--- src/rtl/led_mode_ctrl.sv ---
// LED mode controller: a debounced key cycles the LED mode, a long press forces it off,
// and a host command port can load a mode directly.
module led_mode_ctrl #(
  parameter int DEBOUNCE_CYC = 240_000,
  parameter int LONG_CYC     = 24_000_000,
  parameter int NUM_MODES    = 4
) (
  input  logic       clk,
  input  logic       rst,
  input  logic       key_n,
  input  logic       host_mode_vld,
  input  logic [2:0] host_mode,
  output logic [2:0] led_mode,
  output logic       mode_chg,
  output logic [1:0] key_evt
);

  // state  | meaning
  // IDLE   | key released and stable
  // DEB_DN | key low, counting down-debounce
  // HELD   | press accepted, timing toward a long press
  // LONG   | long action fired, waiting for release
  // DEB_UP | key high, counting release debounce

  localparam int CW = $clog2(LONG_CYC + 1);
  localparam logic [CW-1:0] DEB_TC   = CW'(DEBOUNCE_CYC - 1);
  localparam logic [CW-1:0] LONG_TC  = CW'(LONG_CYC - 1);
  localparam logic [2:0]    MODE_MAX = 3'(NUM_MODES - 1);

  typedef enum logic [2:0] {
    IDLE   = 3'd0,
    DEB_DN = 3'd1,
    HELD   = 3'd2,
    LONG   = 3'd3,
    DEB_UP = 3'd4
  } state_t;

  state_t        state, state_nx;
  logic [CW-1:0] cnt, cnt_nx;
  logic          long_flag, long_nx;
  logic          key_meta, key_s;
  logic          fire_short, fire_long;
  logic [2:0]    led_nx;
  logic          chg_nx;
  logic [1:0]    evt_nx;

  always_ff @(posedge clk) begin
    if (!rst) begin
      key_meta  <= 1'b1;
      key_s     <= 1'b1;
      state     <= IDLE;
      cnt       <= '0;
      long_flag <= 1'b0;
      led_mode  <= 3'd0;
      mode_chg  <= 1'b0;
      key_evt   <= 2'b00;
    end else begin
      key_meta  <= key_n;
      key_s     <= key_meta;
      state     <= state_nx;
      cnt       <= cnt_nx;
      long_flag <= long_nx;
      led_mode  <= led_nx;
      mode_chg  <= chg_nx;
      key_evt   <= evt_nx;
    end
  end

  always_comb begin
    state_nx   = state;
    cnt_nx     = cnt;
    long_nx    = long_flag;
    fire_short = 1'b0;
    fire_long  = 1'b0;
    unique case (state)
      IDLE: begin
        if (!key_s) begin
          state_nx = DEB_DN;
          cnt_nx   = '0;
        end
      end
      DEB_DN: begin
        if (key_s) begin
          state_nx = IDLE;
          cnt_nx   = '0;
        end else if (cnt == DEB_TC) begin
          state_nx = HELD;
          cnt_nx   = '0;
        end else begin
          cnt_nx = cnt + 1'b1;
        end
      end
      HELD: begin
        if (key_s) begin
          state_nx = DEB_UP;
          cnt_nx   = '0;
          long_nx  = 1'b0;
        end else if (cnt == LONG_TC) begin
          state_nx  = LONG;
          cnt_nx    = '0;
          fire_long = 1'b1;
        end else begin
          cnt_nx = cnt + 1'b1;
        end
      end
      LONG: begin
        if (key_s) begin
          state_nx = DEB_UP;
          cnt_nx   = '0;
          long_nx  = 1'b1;
        end
      end
      DEB_UP: begin
        // A bounce back low restarts the release debounce rather than re-arming a press.
        if (!key_s) begin
          cnt_nx = '0;
        end else if (cnt == DEB_TC) begin
          state_nx   = IDLE;
          cnt_nx     = '0;
          fire_short = !long_flag;
          long_nx    = 1'b0;
        end else begin
          cnt_nx = cnt + 1'b1;
        end
      end
      default: begin
        state_nx = IDLE;
        cnt_nx   = '0;
        long_nx  = 1'b0;
      end
    endcase
  end

  always_comb begin
    led_nx = led_mode;
    chg_nx = 1'b0;
    evt_nx = 2'b00;
    if (fire_short) begin
      evt_nx = 2'b01;
      chg_nx = 1'b1;
      led_nx = (led_mode >= MODE_MAX) ? 3'd0 : led_mode + 3'd1;
    end
    if (fire_long) begin
      evt_nx = 2'b10;
      chg_nx = 1'b1;
      led_nx = 3'd0;
    end
    // Host command overrides the key's mode effect on a coincident edge.
    if (host_mode_vld && (host_mode <= 3'd3)) begin
      chg_nx = 1'b1;
      led_nx = host_mode;
    end
  end

endmodule

--- config.mk ---
export PLATFORM = sky130hd
export DESIGN_NAME = led_mode_ctrl
export DESIGN_NICKNAME = d
export VERILOG_FILES = /design/src/rtl/led_mode_ctrl.sv
export SDC_FILE = /design/constraint.sdc
export NUM_CORES = 1
export LEC_CHECK = 0
export ABC_AREA = 1
export CAP_MARGIN = 10
export CORE_AREA = 2 2 78 80
export DETAILED_ROUTE_END_ITERATION = 16
export DIE_AREA = 0 0 80 82
export GPL_ROUTABILITY_DRIVEN = 0
export PLACE_DENSITY = 0.57
export SYNTH_ARGS = -nofsm -noshare
export SYNTH_HDL_FRONTEND = slang
export SYNTH_SLANG_ARGS = --single-unit
--- constraint.sdc ---
create_clock -name clk -period 1.9 [get_ports clk]
set_input_delay 0.38 -clock clk [delete_from_list [all_inputs] [get_ports clk]]
set_output_delay 0.38 -clock clk [all_outputs]
set_load 0.005 [all_outputs]
==> impl_metrics.py <==
metrics = {
    "placement": {
        "dp_hpwl_um": 3968,
        "numPortBuffers": 12,
        "placedCellCount": 437,
    },
    "worst_hold_path": {
        "hp-class": "register to register",
        "hold_depth": 1,
        "min_to": "key_s",
        "hp-start": "key_meta",
    },
    "setup_path": {
        "cp_data_required_time_ns": 2.09,
        "rr_endpoint": "cnt[9]",
        "r2r_start": "cnt[0]",
        "slowest_stage": "dfxtp_2",
        "start_kind": "register",
        "critPathCaptureType": "register",
        "slowest_delay_ns": 0.35,
        "rr_worst_depth": 11,
        "path_cells": "ha_1 -> nand2_1 -> inv_2 -> nand3_2 -> nor2_1 -> nand2_1 -> nand3_1 -> nand3_4 -> o21ai_4 -> buf_12 -> nor2_1",
        "arrival_ns": 1.94,
        "reg2reg_slack_ns": 0.14,
        "cp_max_fo": 16,
        "worstSetupPathType": "register to register",
    },
    "synthesis": {
        "syn_area_um2": 2138,
        "syn_inst": 344,
        "synth_cell_type_count": 26,
        "synth_seq_cells": 37,
        "synth_fp_nets": 354,
        "yosys_warnings": 0,
        "syn_avg_cell_area_um2": 6.216,
        "async_flop_share_pct": 0,
        "synth-adder-area-share_pct": 1.755,
        "yosys.area_share.simple_pct": 44.12,
        "synth_seq_area_share_pct": 34.64,
        "synth_compound_area_share_pct": 6.905,
        "synth-main-ff-cell": "dfxtp_1",
        "synthXorXnorAreaFrac_pct": 2.867,
        "synthMuxAreaShare_pct": 0,
        "synth_top_family_by_area": "simple AND/OR/NAND/NOR gates",
        "synth_edf_count": 0,
    },
    "clock_tree": {
        "cts_hold_buffers": 0,
        "cts_tree": "done",
        "cts.clk_slew.worst_paths_ns": 0.08,
        "insertion_delay_ns": 0.29,
        "cts_root_buf": "clkbuf_8",
        "cts_buffer_depth": 2,
        "cts_buffers": 5,
        "htreeDepth": 2,
        "clkSinkCount": 37,
    },
    "finish": {
        "instances_no_fill": 448,
        "layout-drive-gt1-share_pct": 11.53,
        "fin_nets": 382,
        "mostFrequentLayoutCells": "nand2_1, nor2_1, inv_1",
        "diodes": 0,
        "area.growth.synth_to_final_pct": 21.88,
        "final_common_cell": "nand2_1",
    },
    "timing": {
        "relSlewSlack_pct": 78.93,
        "fmax_mhz": 569.5,
        "hold_viol_final": 0,
        "holdWs_ns": 0.4167,
        "skew_ns": 0.004733,
        "setup_viol": 0,
        "period_needed_ns": 1.756,
        "slew_viol_final": 0,
        "finalCritPeriodShare_pct": 92.42,
        "worst_slew_pin_slew_ns": 0.3156,
        "rsz0062_at_grt": "yes",
        "finalSetupTns_ns": 0,
    },
    "route": {
        "totalWireLength_um": 5132,
        "vias": 2113,
        "wl_per_cell_um": 11.46,
        "antenna_left": 0,
        "firstDrtPassIters": 4,
        "drc": 0,
        "vias_per_cell": 4.717,
        "drtIter0Drc": 85,
    },
    "floorplanning": {
        "initial_core_util_pct": 37.22,
        "die_area_um2": 6560,
        "die_w_um": 80,
        "coreArea_um2": 5746,
        "rows": 28,
        "ioPinCount": 13,
        "die_h_um": 82,
    },
    "outcome": {
        "status": "completed",
    },
    "global_routing": {
        "grt_pass1_vias": 1966,
        "antenna_found_initial": 0,
        "gr-total-overflow": 0,
        "grt_pass1_wl_um": 8549,
        "grt_usage_pct": 16.84,
        "grt_start_max_net_pins": 17,
    },
    "pwr": {
        "power_frac_seq_pct": 37.5,
        "net-switching-power_uw": 710.1,
        "peakVddDrop_mv": 0.3782,
        "p_leak_uw": 0.001072,
        "internal_power_uw": 1561,
        "p_comb_share_pct": 26.7,
        "switching_share_pct": 31.27,
        "powerDensity_nw_per_um2": 871.3,
        "clockPowerShare_pct": 35.9,
    },
    "run": {
        "drv_cap": 0,
    },
}
==> final cells by class <==
class / count / area, um^2
tap: 75 / 93.84
inverter: 50 / 187.7
timing repair buffer: 24 / 222.7
fill: 617 / 3139
multi-input combinational: 254 / 1225
clock inverter: 3 / 65.06
clock buffer: 5 / 68.82
sequential: 37 / 743.2
==> worst max-delay path by stage <==
stage,from,endpoint
floorplan,cnt[0],cnt[18]
detailed placement,cnt[0],cnt[15]
global placement,cnt[0],cnt[9]
finish,cnt[0],cnt[9]
global route,cnt[0],led_mode[0]
CTS,cnt[0],cnt[9]
==> synthesized netlist by cell type, types with 4 or more instances <==
library cell | n | area [um^2]
nand4_1 | 8 | 50.05
o21ai_0 | 15 | 75.07
nor3_1 | 7 | 35.03
inv_1 | 48 | 180.2
xor2_1 | 5 | 43.79
nor2_1 | 69 | 259.0
dfxtp_1 | 37 | 740.7
a21oi_1 | 10 | 50.05
nand3_1 | 30 | 150.1
nand2_1 | 87 | 326.6
nor2_2 | 4 | 25.02
==> sequential cells by signal (all words and copies together) (netlist names) <==
name	cells
key_evt	2
cnt	25
key_s	1
key_meta	1
led_mode	3
mode_chg	1
state	3
long_flag	1
==> stage by stage <==
stage | instance area [um^2] | total power (uW) | util, % | worst slack [ns]
4_1_cts | 2546 | 2268 | 44.32 | 0.002527
6_report | 2606 | 2271 | 45.36 | 0.1440
5_1_grt | 2606 | 2411 | 45.36 | -0.01221
3_3_place_gp | 2412 | 1443 | 41.99 | 0.1220
3_5_place_dp | 2412 | 1448 | 41.99 | 0.01946
2_1_floorplan | 2138 | 1259 | - | 0.1919
==> power groups by stage <==
stage / Combinational, uW / Clock (uW) / Sequential [uW]
finish: 605 / 814 / 851
global route: 685 / 869 / 857
CTS: 582 / 836 / 850
detailed placement: 580 / 0 / 868
global placement: 577 / 0 / 866
floorplan: 399 / 0 / 860
==> cell families (layout without fill, tap and decap cells) <==
kind of cell	count (synthesis)	after routing
flops	37	37
compound gates	27	27
xor+xnor	7	7
fa+ha+maj	3	3
simple gates	217	217
buf+inv	53	82
==> worst max-delay path, delay by kind of cell (launching register included) <==
kind | cells | cell delay (ns)
adder cells (fa/ha/maj) | 1 | 0.17
buffers and inverters | 2 | 0.26
flip-flops | 1 | 0.35
AND/OR/NAND/NOR | 7 | 0.70
AO/OA/AOI/OAI | 1 | 0.16
==> layer usage <==
metal | global-route usage [%] | part of all wire, % | vias to the layer above
met5 | 0 | 0 | -
met4 | 7.119 | 2.2 | 0
met3 | 3.297 | 2.6 | 11
met2 | 27.17 | 47 | 20
met1 | 21.96 | 48 | 947
li1 | - | - | 1135
==> timing repair <==
item	4_1_cts	5_1_grt
hold endpoints to repair	0	0
setup buffers	0	3
setup endpoints to repair	0	25
gates resized for setup	0	11
Power figures use the tool's default switching activity.
